$ cat src/rtl/coil_angle_driver.sv
// Ignition coil scheduler: charges the coil between two programmable crank angles
// taken from the angle generator, with a dwell-time limit and double-buffered config.
module coil_angle_driver #(
  parameter int ANGLE_W = 16,
  parameter int ANGLE_N = 3840,
  parameter int DWELL_W = 24
) (
  input  logic               clk,
  input  logic               rst,
  input  logic               hwag_start,
  input  logic [ANGLE_W-1:0] angle,
  input  logic               angle_ena,
  input  logic               cfg_wr,
  input  logic [ANGLE_W-1:0] cfg_on,
  input  logic [ANGLE_W-1:0] cfg_off,
  input  logic [DWELL_W-1:0] cfg_max_dwell,
  input  logic               fault_clr,
  output logic               coil,
  output logic               spark,
  output logic               fault_dwell,
  output logic               cfg_err,
  output logic [1:0]         state_o
);

  typedef enum logic [1:0] {
    IDLE   = 2'd0,
    ARMED  = 2'd1,
    CHARGE = 2'd2
  } state_t;

  localparam logic [ANGLE_W-1:0] LP_N  = ANGLE_W'(ANGLE_N);
  localparam logic [ANGLE_W:0]   LP_NX = (ANGLE_W+1)'(ANGLE_N);

  state_t             r_state;
  logic               r_coil;
  logic               r_spark;
  logic               r_fault;
  logic               r_cfgErr;
  logic [DWELL_W-1:0] r_dwell;
  logic [ANGLE_W-1:0] r_shOn;
  logic [ANGLE_W-1:0] r_shOff;
  logic [DWELL_W-1:0] r_shMax;
  logic               r_pending;
  logic [ANGLE_W-1:0] r_actOn;
  logic [ANGLE_W-1:0] r_actOff;
  logic [DWELL_W-1:0] r_actMax;
  logic [ANGLE_W-1:0] r_prevAngle;
  logic               r_prevValid;

  logic               w_cfgValid;
  logic [ANGLE_W-1:0] w_delta;
  logic [ANGLE_W-1:0] w_onRel;
  logic [ANGLE_W-1:0] w_offRel;
  logic               w_strobeOk;
  logic               w_onHit;
  logic               w_offHit;
  logic               w_dwellExpired;

  // Modular distance a - b on the ring 0..ANGLE_N-1, valid for any ANGLE_N.
  function automatic logic [ANGLE_W-1:0] modSub(input logic [ANGLE_W-1:0] a,
                                                input logic [ANGLE_W-1:0] b);
    logic [ANGLE_W:0] diff;
    diff = {1'b0, a} - {1'b0, b};
    if (diff[ANGLE_W]) diff = diff + LP_NX;
    return diff[ANGLE_W-1:0];
  endfunction

  assign w_cfgValid = (cfg_on < LP_N) && (cfg_off < LP_N);
  assign w_delta    = modSub(angle, r_prevAngle);
  assign w_onRel    = modSub(r_actOn, r_prevAngle);
  assign w_offRel   = modSub(r_actOff, r_prevAngle);
  assign w_strobeOk = angle_ena && r_prevValid && (w_delta != '0);
  assign w_onHit    = w_strobeOk && (w_onRel != '0) && (w_onRel <= w_delta);
  assign w_offHit   = w_strobeOk && (w_offRel != '0) && (w_offRel <= w_delta);
  assign w_dwellExpired = (r_actMax != '0) && (r_dwell == r_actMax - 1'b1);

  // Shadow/active config: the active copy never changes while a charge is running.
  always_ff @(posedge clk) begin
    if (rst) begin
      r_shOn    <= '0;
      r_shOff   <= '0;
      r_shMax   <= '0;
      r_pending <= 1'b0;
      r_actOn   <= '0;
      r_actOff  <= '0;
      r_actMax  <= '0;
      r_cfgErr  <= 1'b0;
    end else begin
      r_cfgErr <= cfg_wr && !w_cfgValid;
      if (r_pending && (r_state != CHARGE)) begin
        r_actOn   <= r_shOn;
        r_actOff  <= r_shOff;
        r_actMax  <= r_shMax;
        r_pending <= 1'b0;
      end
      if (cfg_wr && w_cfgValid) begin
        r_shOn    <= cfg_on;
        r_shOff   <= cfg_off;
        r_shMax   <= cfg_max_dwell;
        r_pending <= 1'b1;
      end
    end
  end

  always_ff @(posedge clk) begin
    if (rst) begin
      r_prevAngle <= '0;
      r_prevValid <= 1'b0;
    end else begin
      if (angle_ena) r_prevAngle <= angle;
      if (!hwag_start)    r_prevValid <= 1'b0;
      else if (angle_ena) r_prevValid <= 1'b1;
    end
  end

  // Fault set below is assigned after the clear, so a coincident new fault wins.
  always_ff @(posedge clk) begin
    if (rst) begin
      r_state <= IDLE;
      r_coil  <= 1'b0;
      r_spark <= 1'b0;
      r_fault <= 1'b0;
      r_dwell <= '0;
    end else begin
      r_spark <= 1'b0;
      if (fault_clr) r_fault <= 1'b0;
      if (!hwag_start) begin
        r_state <= IDLE;
        r_coil  <= 1'b0;
        r_dwell <= '0;
      end else begin
        case (r_state)
          IDLE: begin
            r_coil  <= 1'b0;
            r_state <= ARMED;
          end
          ARMED: begin
            r_coil <= 1'b0;
            if (w_onHit && !w_offHit) begin
              r_state <= CHARGE;
              r_coil  <= 1'b1;
              r_dwell <= '0;
            end
          end
          CHARGE: begin
            if (r_dwell != '1) r_dwell <= r_dwell + 1'b1;
            if (w_offHit) begin
              r_state <= ARMED;
              r_coil  <= 1'b0;
              r_spark <= 1'b1;
            end else if (w_dwellExpired) begin
              r_state <= ARMED;
              r_coil  <= 1'b0;
              r_fault <= 1'b1;
            end
          end
          default: begin
            r_state <= IDLE;
            r_coil  <= 1'b0;
          end
        endcase
      end
    end
  end

  assign coil        = r_coil;
  assign spark       = r_spark;
  assign fault_dwell = r_fault;
  assign cfg_err     = r_cfgErr;
  assign state_o     = r_state;

endmodule

$ cat config.mk
export PLATFORM = sky130hd
export DESIGN_NAME = coil_angle_driver
export DESIGN_NICKNAME = d
export VERILOG_FILES = /design/src/rtl/coil_angle_driver.sv
export SDC_FILE = /design/constraint.sdc
export NUM_CORES = 1
export LEC_CHECK = 0
export CAP_MARGIN = 30
export CORE_ASPECT_RATIO = 0.9
export CORE_MARGIN = 10
export CORE_UTILIZATION = 35
export DETAILED_ROUTE_END_ITERATION = 10
export GPL_TIMING_DRIVEN = 0
export PLACE_DENSITY_LB_ADDON = 0.25
export SLEW_MARGIN = 20
export SYNTH_ARGS = -nofsm -noshare
export SYNTH_HDL_FRONTEND = slang
export SYNTH_SLANG_ARGS = --single-unit
$ cat constraint.sdc
create_clock -name clk -period 5.7 [get_ports clk]
set_input_delay 0.855 -clock clk [delete_from_list [all_inputs] [get_ports clk]]
set_output_delay 0.855 -clock clk [all_outputs]
set_load 0.005 [all_outputs]
# ---- Word level (Yosys, flattened, before mapping)
# Cells that the tools add are included.
dict set report classes {
  muxes 22
  n_eq_ne 8
  n_lt_le_gt_ge 4
  add_sub_neg 8
  bitwise 2
  reduce_logical 25
}
# operator count
set ops {}
lappend ops {{subtractor 16 x 16 -> 17 bit} 3}
lappend ops {{adder 16 x 12 -> 16 bit, second input constant} 3}
lappend ops {{2-to-1 mux 16 bit} 3}
lappend ops {{2-to-1 mux 24 bit} 2}
lappend ops {{one-hot mux 24 bit (2 select lines)} 1}
lappend ops {{nonzero test 16 bit} 3}
lappend ops {{less-or-equal comparator 16 bit} 2}
lappend ops {{< comparator 16 x 12 -> 1 bit, second input constant} 2}
lappend ops {{adder 24 x 1 -> 24 bit, second input constant} 1}
lappend ops {{equality test 24 bit} 1}
lappend ops {{!= test 24 bit, second input constant} 1}
lappend ops {{nonzero test 24 bit} 1}
lappend ops {{subtractor 24 x 1 -> 24 bit, second input constant} 1}
lappend ops {{logical AND 1 bit} 12}
lappend ops {{2-to-1 mux 1 bit} 11}
lappend ops {{2-to-1 mux 2 bit} 3}
lappend ops {{!= test 2 bit, second input constant} 3}
lappend ops {{one-hot mux 2 bit (3 select lines)} 1}
lappend ops {{nonzero test 2 bit} 2}
lappend ops {{!= test 3 bit, second input constant} 1}
lappend ops {{AND reduction 3 bit} 1}
lappend ops {{OR reduction 3 bit} 1}
lappend ops {{equality test 2 x 1 -> 1 bit, second input constant} 1}
lappend ops {{equality test 2 bit, second input constant} 1}
lappend ops {{other kinds (6)} 8}
dict set report word_totals {
  output_inout_bits 6
  word_cells 84
  input_bits 78
  regBits 160
}

# ---- Depth between registers and ports, before layout
# Gate-level depths: netlist of the first run.
dict set report logic_depth {
  depth_word 11
  mapped_depth 24
  ltp_nobuf 23
}

# ---- Worst setup path before layout of the first run
# Ideal clock, no wire load.
dict set report synth_timing {
  path_type {input-to-reg}
  from {in angle[3]}
  to {reg r_coil (netlist: coil)}
  path_stages 19
  t_required_ns 5.584
  arrival_ns 4.714
  setup_time_ns 0.116
  setup_slack_ns 0.870
  n_path_buf 2
  cell_sequence {ha_1 > buf_6 > a21o_1 > and2_4 > or3_4 > o41a_1 > and2_2 > buf_2 > o31ai_1 > xor2_1 > ha_1 > nand3_1 > nor2_1 > and3_1 > nor2_1 > mux2_4 > a211oi_4 > nand2_2 > a41o_1}
}
dict set report synth_between {
  elab_chain_len 11
  elab_cells_between_ends 17
  classes_between {2 x add/sub; 2 x order compare; 1 x eq/ne; 4 x mux; 8 x reduce/logical}
}
# item line
set synth_lines {}
lappend synth_lines {{start, declared} 11} ;# input logic [ANGLE_W-1:0] angle,
lappend synth_lines {{subtractor 16 x 16 -> 17 bit *} 63} ;# diff = {1'b0, a} - {1'b0, b};
lappend synth_lines {{adder 16 x 12 -> 16 bit} 64} ;# if (diff[ANGLE_W]) diff = diff + LP_NX;
lappend synth_lines {{2-to-1 mux 16 bit *} 64}
lappend synth_lines {{branches (longest 8 deep; another with less-or-equal comparator 16 bit)} -}
lappend synth_lines {{end signal, assigned} 134} ;# r_coil <= 1'b0;
lappend synth_lines {{end signal, assigned} 138} ;# r_coil <= 1'b0;
lappend synth_lines {{end signal, assigned} 141} ;# r_coil <= 1'b1;
lappend synth_lines {{end, declared} 35} ;# logic r_coil;
# Mark *: on every way between the ends.
# A chain may end at the register's enable or synchronous reset.

# ---- Worst setup path after layout of the first run
dict set report layout_timing {
  from {in angle[0]}
  to {reg r_dwell[22]}
}
dict set report layout_between {
  elab_chain_len 11
  elab_cells_between_ends 15
  classes_between {2 x add/sub; 2 x order compare; 1 x eq/ne; 1 x mux; 9 x reduce/logical}
}
# item line
set layout_lines {}
lappend layout_lines {{subtractor 16 x 16 -> 17 bit *} 63}
lappend layout_lines {{adder 16 x 12 -> 16 bit} 64}
lappend layout_lines {{2-to-1 mux 16 bit *} 64}
lappend layout_lines {{branches (longest 5 deep; another with less-or-equal comparator 16 bit)} -}
lappend layout_lines {{logical AND 1 bit *} 139} ;# if (w_onHit && !w_offHit) begin
lappend layout_lines {{!= test 2 bit (no line) *} -}
lappend layout_lines {{AND reduction 3 bit (no line) *} -}
lappend layout_lines {{end signal, assigned} 146} ;# if (r_dwell != '1) r_dwell <= r_dwell + 1'b1;
lappend layout_lines {{end, declared} 39} ;# logic [DWELL_W-1:0] r_dwell;
# Marks and branches as above.

==> results of run 1 <==
## state kept, by name, indices dropped and copies added (netlist names), 2 cells and up
signal / flops
state_o: 2
r_actOff: 16
r_actOn: 16
r_shMax: 24
r_shOn: 16
r_prevAngle: 16
r_dwell: 24
r_actMax: 24
r_shOff: 16
## worst max-delay path: stages
cell and delay [ns]:
clkdlybuf4s50_1 0.57, inv_1 0.07, ha_1 0.23, fa_1 0.43
nor2b_2 0.17, o2111ai_1 0.18, a21oi_2 0.27, nor2_2 0.10
o31a_1 0.36, mux2_2 0.35, ha_1 0.32, a21o_1 0.18
a21o_1 0.17, a21oi_1 0.17, o211ai_1 0.13, nand4_1 0.13
a32o_1 0.25, nand4_1 0.23, o21ai_4 0.35, buf_6 0.22
nor2_2 0.05
## repair_timing
| item | in CTS | in global routing |
|---|---|---|
| gates cloned | 0 | 0 |
| buffers inserted | 2 | 5 |
| pin swaps | 2 | 4 |
| gates resized for setup | 0 | 11 |
| hold buffers | 0 | 0 |
| endpoints found under the setup margin | 23 | 29 |
| endpoints found under the hold margin | 0 | 0 |
## through the flow
| step | cells | util [%] | power (uW) |
|---|---|---|---|
| 2_1_floorplan | 1430 | - | 1810 |
| 3_3_place_gp | 1920 | 40.0 | 2030 |
| 3_5_place_dp | 1920 | 40.0 | 2050 |
| 4_1_cts | 1954 | 42.1 | 3300 |
| 5_1_grt | 1957 | 42.4 | 3480 |
| 6_report | 1957 | 42.4 | 3300 |
## cells in the final DEF, fill, tap and decap left out, drive strengths merged, types with 9 or more instances in the layout
cell type | netlist | final
o21a | 13 | 13
xor2 | 43 | 43
a211oi | 16 | 16
nand4 | 24 | 24
mux2i | 28 | 28
and2 | 18 | 18
inv | 51 | 59
nand2 | 274 | 274
dfxtp | 160 | 160
o21ai | 31 | 31
ha | 81 | 81
nand2b | 14 | 14
and3 | 13 | 13
a21oi | 154 | 154
nor2 | 116 | 116
clkdlybuf4s50 | 0 | 81
buf | 16 | 23
nor2b | 9 | 9
nor4 | 10 | 10
xnor2 | 60 | 60
or4 | 9 | 9
clkbuf | 55 | 70
nor3 | 24 | 24
nand3 | 37 | 37
a31oi | 11 | 11
a21o | 27 | 27
## final timing paths
check	startpoint	endpoint	slack [ns]	depth (start not counted)
worst max-delay path	angle[0]	r_dwell[22]$_SDFFE_PP0P_	0.26	21
worst min-delay path	r_shOff[15]$_SDFFE_PP0P_	r_actOff[15]$_SDFFE_PP0P_	0.45	2
worst max register to register	r_actOn[0]$_SDFFE_PP0P_	r_dwell[22]$_SDFFE_PP0P_	0.39	19
worst min register to register	r_shOff[15]$_SDFFE_PP0P_	r_actOff[15]$_SDFFE_PP0P_	0.45	2
## cell families after synthesis
group / after synthesis / share of synthesized area, %
simple gates: 597 / 25.8
compound gates: 332 / 19.7
flops: 160 / 28.9
buf+inv: 123 / 4.78
xor+xnor: 103 / 8.30
fa+ha+maj: 84 / 9.68
mux: 31 / 2.86
## power groups by stage
stage,sequential [uW],clock [uW],combinational [uW]
floorplan,1160,0,657
global placement,1160,0,874
detailed placement,1160,0,897
CTS,1130,1230,936
global route,1130,1270,1070
finish,1130,1210,962
## area by class of cell
class	count	area, um^2	share of cell area [%]
inverter	51	191	1.45
timing repair buffer	88	876	6.66
buffer	70	335	2.55
tap	409	512	3.89
sequential	160	3200	24.3
clock inverter	15	189	1.44
clock buffer	17	425	3.23
multi-input combinational	1147	7430	56.4
## metal layers
layer | up-vias | wire length [um]
met4 | 0 | 528
met3 | 34 | 1140
met1 | 4798 | 16000
li1 | 5238 | -
met2 | 181 | 13600
met5 | - | 0
==> results_dict.tcl, run 1 <==
set metrics [dict create \
    io_buffer_count 81 \
    cts.clk_slew.worst_paths_ns 0.07 \
    cp.arrival_ns 5.77 \
    synth_ff_type "dfxtp_1" \
    grtUsageTotal_pct 15.5 \
    io_pins 84 \
    cts.sinks 160 \
    end_kind "flop" \
    vias_per_cell 5.24 \
    synth-edff-count 0 \
    die_area_um2 39200 \
    drive_gt1_share_pct 7.95 \
    ys_top_cells_by_area "dfxtp_1, nand2_1, ha_1, a21oi_1, xnor2_1" \
    period_share_pct 95.5 \
    grt_first_pass_wirelength_mm 50.3 \
    avgSynthCellArea_um2 7.76 \
    slew_headroom_pct 35.8 \
    synth_nets 1592 \
    intPower_uw 2190 \
    synth.top_cell.area_share_pct 28.9 \
    gr-usage-met1_pct 21.6 \
    min_path_type "reg -> reg" \
    die_x_um 208 \
    fin_nets 1697 \
    gp_congestion 0.897 \
    rsz0062_at_grt "false" \
    netSwitchingPower_uw 1110 \
    crit_path_start_kind "primary input" \
    drt_iter0_markers 559 \
    synth_cell_type_count 103 \
    use_met3_pct 2.57 \
    fillerInstances 3153 \
    ys_seq_area_share_pct 28.9 \
    drt-total-wl_mm 31.3 \
    max_freq_ghz 0.184 \
    grt_pass1_vias 9645 \
    syn_area_um2 11100 \
    place_area_um2 12400 \
    ir_drop_v 0.000221 \
    core-area_um2 31100 \
    cts-buffers-inserted 17 \
    ys_async_sr_fraction_pct 0 \
    drt_first_pass_iters 5 \
    critPathMaxFanout 10 \
    yosys.area.top_type "dfxtp_1" \
    die_h_um 189 \
    max_cap_violations 0 \
    worstSetupPathType "in -> reg" \
    wl_per_cell_um 16.0 \
    synth_seq_cells 160 \
    maxSlewViolCount 0 \
    yosysMostFrequentCell "nand2_1" \
    required_ns 6.03 \
    rows 61 \
    worst_pin_slew_ns 0.964 \
    comb_power_share_pct 29.1 \
    antenna_cells 0 \
    min_period_ns 5.44 \
    worst_slack_ns 0.258 \
    syn2layout_area_growth_pct 18.6 \
    clkPwrFrac_pct 36.6 \
    skew_ns 0.0142 \
    hold_viol_final 0 \
    outcome "finished clean" \
    p_seq_share_pct 34.2 \
    grt.overflow.total 0 \
    powerDensity_nw_per_um2 251 \
    clock_latency_ns 0.44 \
    dp_hpwl_mm 24.9 \
    antenna_found_initial 0 \
    globalRouteMet2Util_pct 24.0 \
    setup_violations 0 \
    swShare_pct 33.5 \
    pre_cts_ws_ns -0.510 \
    grt_max_degree 19 \
    holdWs_ns 0.447 \
    finalSetupTns_ns 0 \
    drc 0 \
    cts_tree "built" \
    ant_nets 0 \
    final_area_um2 13200 \
    grt-busiest-layer "met2" \
    cts_buffer_depth 2 \
    netlist_top_cells_count "nand2_1, dfxtp_1, a21oi_1, nor2_1, ha_1" \
    initial_utilization_pct 35.7 \
    cts_root_buf "clkbuf_16" \
    synthCells 1430 \
    htreeDepth 4 \
    vias 10251 \
    ys_warn_count 0 \
    p_leak_uw 0.00500 \
]
No activity file was read; power rests on OpenSTA's default activity.
==> run 2: changes to the inputs <==
--- a/config.mk
+++ b/config.mk
@@ -16,3 +16,4 @@
 export SYNTH_ARGS = -nofsm -noshare
 export SYNTH_HDL_FRONTEND = slang
 export SYNTH_SLANG_ARGS = --single-unit
+export TNS_END_PERCENT = 30
==> constraint.sdc (replaced) <==
create_clock -name clk -period 4.6 [get_ports clk]
set_input_delay 0.69 -clock clk [delete_from_list [all_inputs] [get_ports clk]]
set_output_delay 0.69 -clock clk [all_outputs]
set_load 0.005 [all_outputs]
==> results_dict.tcl, run 2 (synthesis gave the netlist of run 1 again) <==
set metrics [dict create \
    powerDensity_nw_per_um2 312 \
    gp_congestion 0.883 \
    finalCoreUtilization_pct 46.6 \
    htreeDepth 4 \
    cpMaxStageDelayCell "nor3_4" \
    swShare_pct 33.5 \
    outcome "finished with violations" \
    drc 0 \
    r2r_cells 23 \
    drt-total-wl_mm 34.0 \
    power_uw 4520 \
    grt_first_pass_wirelength_mm 53.3 \
    cts_buffer_depth 2 \
    rsz0062_at_grt "true" \
    critPathMaxFanout 5 \
    worstSetupPathType "in -> reg" \
    grtUsageTotal_pct 16.4 \
    rows 61 \
    clock_latency_ns 0.43 \
    hold_viol_final 0 \
    wl_per_cell_um 16.9 \
    final_cell_mix "nand2_1, dfxtp_1, a21oi_1, nor2_1, clkdlybuf4s50_1" \
    io_pins 84 \
    syn2layout_area_growth_pct 30.5 \
    vias 10725 \
    cts-buffers-inserted 17 \
    cts.clk_slew.worst_paths_ns 0.08 \
    worst_slack_ns -0.154 \
    die_x_um 208 \
    max_cap_violations 0 \
    grt.overflow.total 0 \
    fin_nets 1755 \
    maxSlewViolCount 0 \
    setup_violations 29 \
    min_from "r_shOff[7]$_SDFFE_PP0P_" \
    netSwitchingPower_uw 1510 \
    die_area_um2 39200 \
    cts_tree "built" \
    holdWs_ns 0.444 \
    die_h_um 189 \
    clkPwrFrac_pct 32.8 \
    critPathMaxStageDelay_ns 0.35 \
    ir_drop_v 0.000252 \
    min_period_ns 4.75 \
    core-area_um2 31100 \
    ant_nets 0 \
    vias_per_cell 5.32 \
    max_freq_ghz 0.210 \
    final_cells 2015 \
    min_path_type "reg -> reg" \
    initial_utilization_pct 35.7 \
    required_ns 4.97 \
    pre_cts_ws_ns -1.33 \
    r2r_end "r_dwell[9]$_SDFFE_PP0P_" \
    p_seq_share_pct 31.0 \
    drt_iter0_markers 630 \
    cts.sinks 160 \
    violations "negative setup slack" \
    regArea_um2 3220 \
    period_share_pct 103 \
    end_kind "flop" \
    p_leak_uw 0.00549 \
    grt_max_degree 17 \
    io_buffer_count 81 \
    antenna_found_initial 0 \
    holdPathEnd "r_actOff[7]$_SDFFE_PP0P_" \
    drive_gt1_share_pct 18.7 \
    crit_chain "dlygate4sd2_1 -> ha_1 -> a211o_1 -> a221oi_2 -> o32ai_2 -> nor3_4 -> ha_4 -> inv_2 -> a211o_1 -> nand2_2 -> xor2_4 -> buf_6 -> ha_4 -> nand3_4 -> nor2_4 -> and3_4 -> nor2_1 -> mux2_4 -> a211oi_4 -> buf_12 -> o21ai_4 -> buf_4 -> buf_16 -> nor2_2" \
    timing.rr.start "r_prevAngle[1]$_SDFFE_PP0P_" \
    crit_path_start_kind "primary input" \
    multi_input_area_um2 8200 \
    hold_buffers 0 \
    grt_pass1_vias 10134 \
    cts_root_buf "clkbuf_16" \
    slew_headroom_pct 42.9 \
    dp_hpwl_mm 25.2 \
    dp_cells 1921 \
    path_buf_inv 6 \
    antenna_cells 0 \
    min_path_cells 2 \
    drt_first_pass_iters 5 \
    comb_power_share_pct 36.2 \
    skew_ns 0.0127 \
    intPower_uw 3000 \
    path_delay_family "compound AO/OA/AOI/OAI gates" \
    ff2ff_setup_slack_ns -0.12 \
    final_common_cell "nand2_1" \
    fillerInstances 3028 \
    cp.arrival_ns 5.12 \
    worst_pin_slew_ns 0.847 \
    top_regs "r_actMax: 24 flops, r_dwell: 24 flops, r_shMax: 24 flops" \
]
==> run 2: cell types whose count changed in the layout (fill, tap and decap cells not counted), moves of 7 or more <==
cell,previous run,this run
ha_2,0,10
clkbuf_1,51,42
ha_1,81,57
a21oi_2,1,8
ha_4,0,14
nor2_4,0,10
clkdlybuf4s50_1,81,72
buf_4,8,68
inv_1,51,39
nor2_2,22,15
a21oi_1,153,146
inv_2,0,10
==> run 2: cell type report <==
cell class / instances / area share (%)
multi-input combinational: 1147 / 56.7
clock buffer: 17 / 2.94
inverter: 51 / 1.36
clock inverter: 15 / 1.20
tap: 409 / 3.54
timing repair buffer: 156 / 9.91
buffer: 60 / 2.17
sequential: 160 / 22.2
==> run 2: worst reg2reg max path, cell delays in order (launching register included) <==
cell and delay, ns:
dfxtp_4 0.36, inv_2 0.06, ha_1 0.29, nor2b_4 0.14, o2111a_1 0.28, or3_4 0.41, o41a_1 0.44, buf_4 0.14
a211o_1 0.31, nand2_2 0.11, xor2_4 0.09, buf_6 0.16, ha_4 0.28, nand3_4 0.09, nor2_4 0.10, and3_4 0.18
nor2_1 0.05, mux2_4 0.27, a211oi_4 0.27, buf_12 0.15, o21ai_4 0.09, buf_4 0.16, buf_16 0.13, nor2_2 0.09
==> run 2: layer usage <==
layer	global-route usage, %	wire length, um	vias up
li1	-	-	5361
met4	3.62	363	0
met1	22.7	16700	5122
met3	2.53	1540	23
met5	0	0	-
met2	26.5	15500	219
==> run 2: power by group through the flow <==
stage / logic, uW / clock network (uW) / registers [uW]
after floorplan: 823 / 0 / 1430
after CTS: 1440 / 1510 / 1400
after global routing: 1760 / 1570 / 1400
final: 1630 / 1480 / 1400
after global placement: 1090 / 0 / 1430
after detailed placement: 1120 / 0 / 1430
==> run 2: repair_timing <==
| action | CTS | global route |
|---|---|---|
| buffers inserted | 49 | 23 |
| cloned | 2 | 0 |
| resized for setup | 129 | 59 |
| endpoints found under the setup margin | 29 | 29 |
| pin swaps | 54 | 58 |
==> run 2: how the worst max path moves through the flow <==
stage,end,from,depth (start not counted),slack (ns)
6_report,r_dwell[9]$_SDFFE_PP0P_,angle[6],24,-0.15
5_1_grt,r_dwell[9]$_SDFFE_PP0P_,r_prevAngle[1]$_SDFFE_PP0P_,24,-0.24
4_1_cts,r_dwell[7]$_SDFFE_PP0P_,r_actOn[0]$_SDFFE_PP0P_,19,-0.06
3_5_place_dp,r_dwell[16]$_SDFFE_PP0P_,angle[0],21,-1.33
3_3_place_gp,r_dwell[14]$_SDFFE_PP0P_,angle[0],22,-1.30
2_1_floorplan,coil$_SDFFE_PP0P_,angle[5],19,0.0007
==> run 2: through the flow <==
step | area, um^2 | TNS, ns
6_report | 14500 | -3.26
5_1_grt | 14500 | -6.00
4_1_cts | 14000 | -0.870
3_5_place_dp | 12500 | -37.05
3_3_place_gp | 12500 | -36.55
2_1_floorplan | 11100 | 0
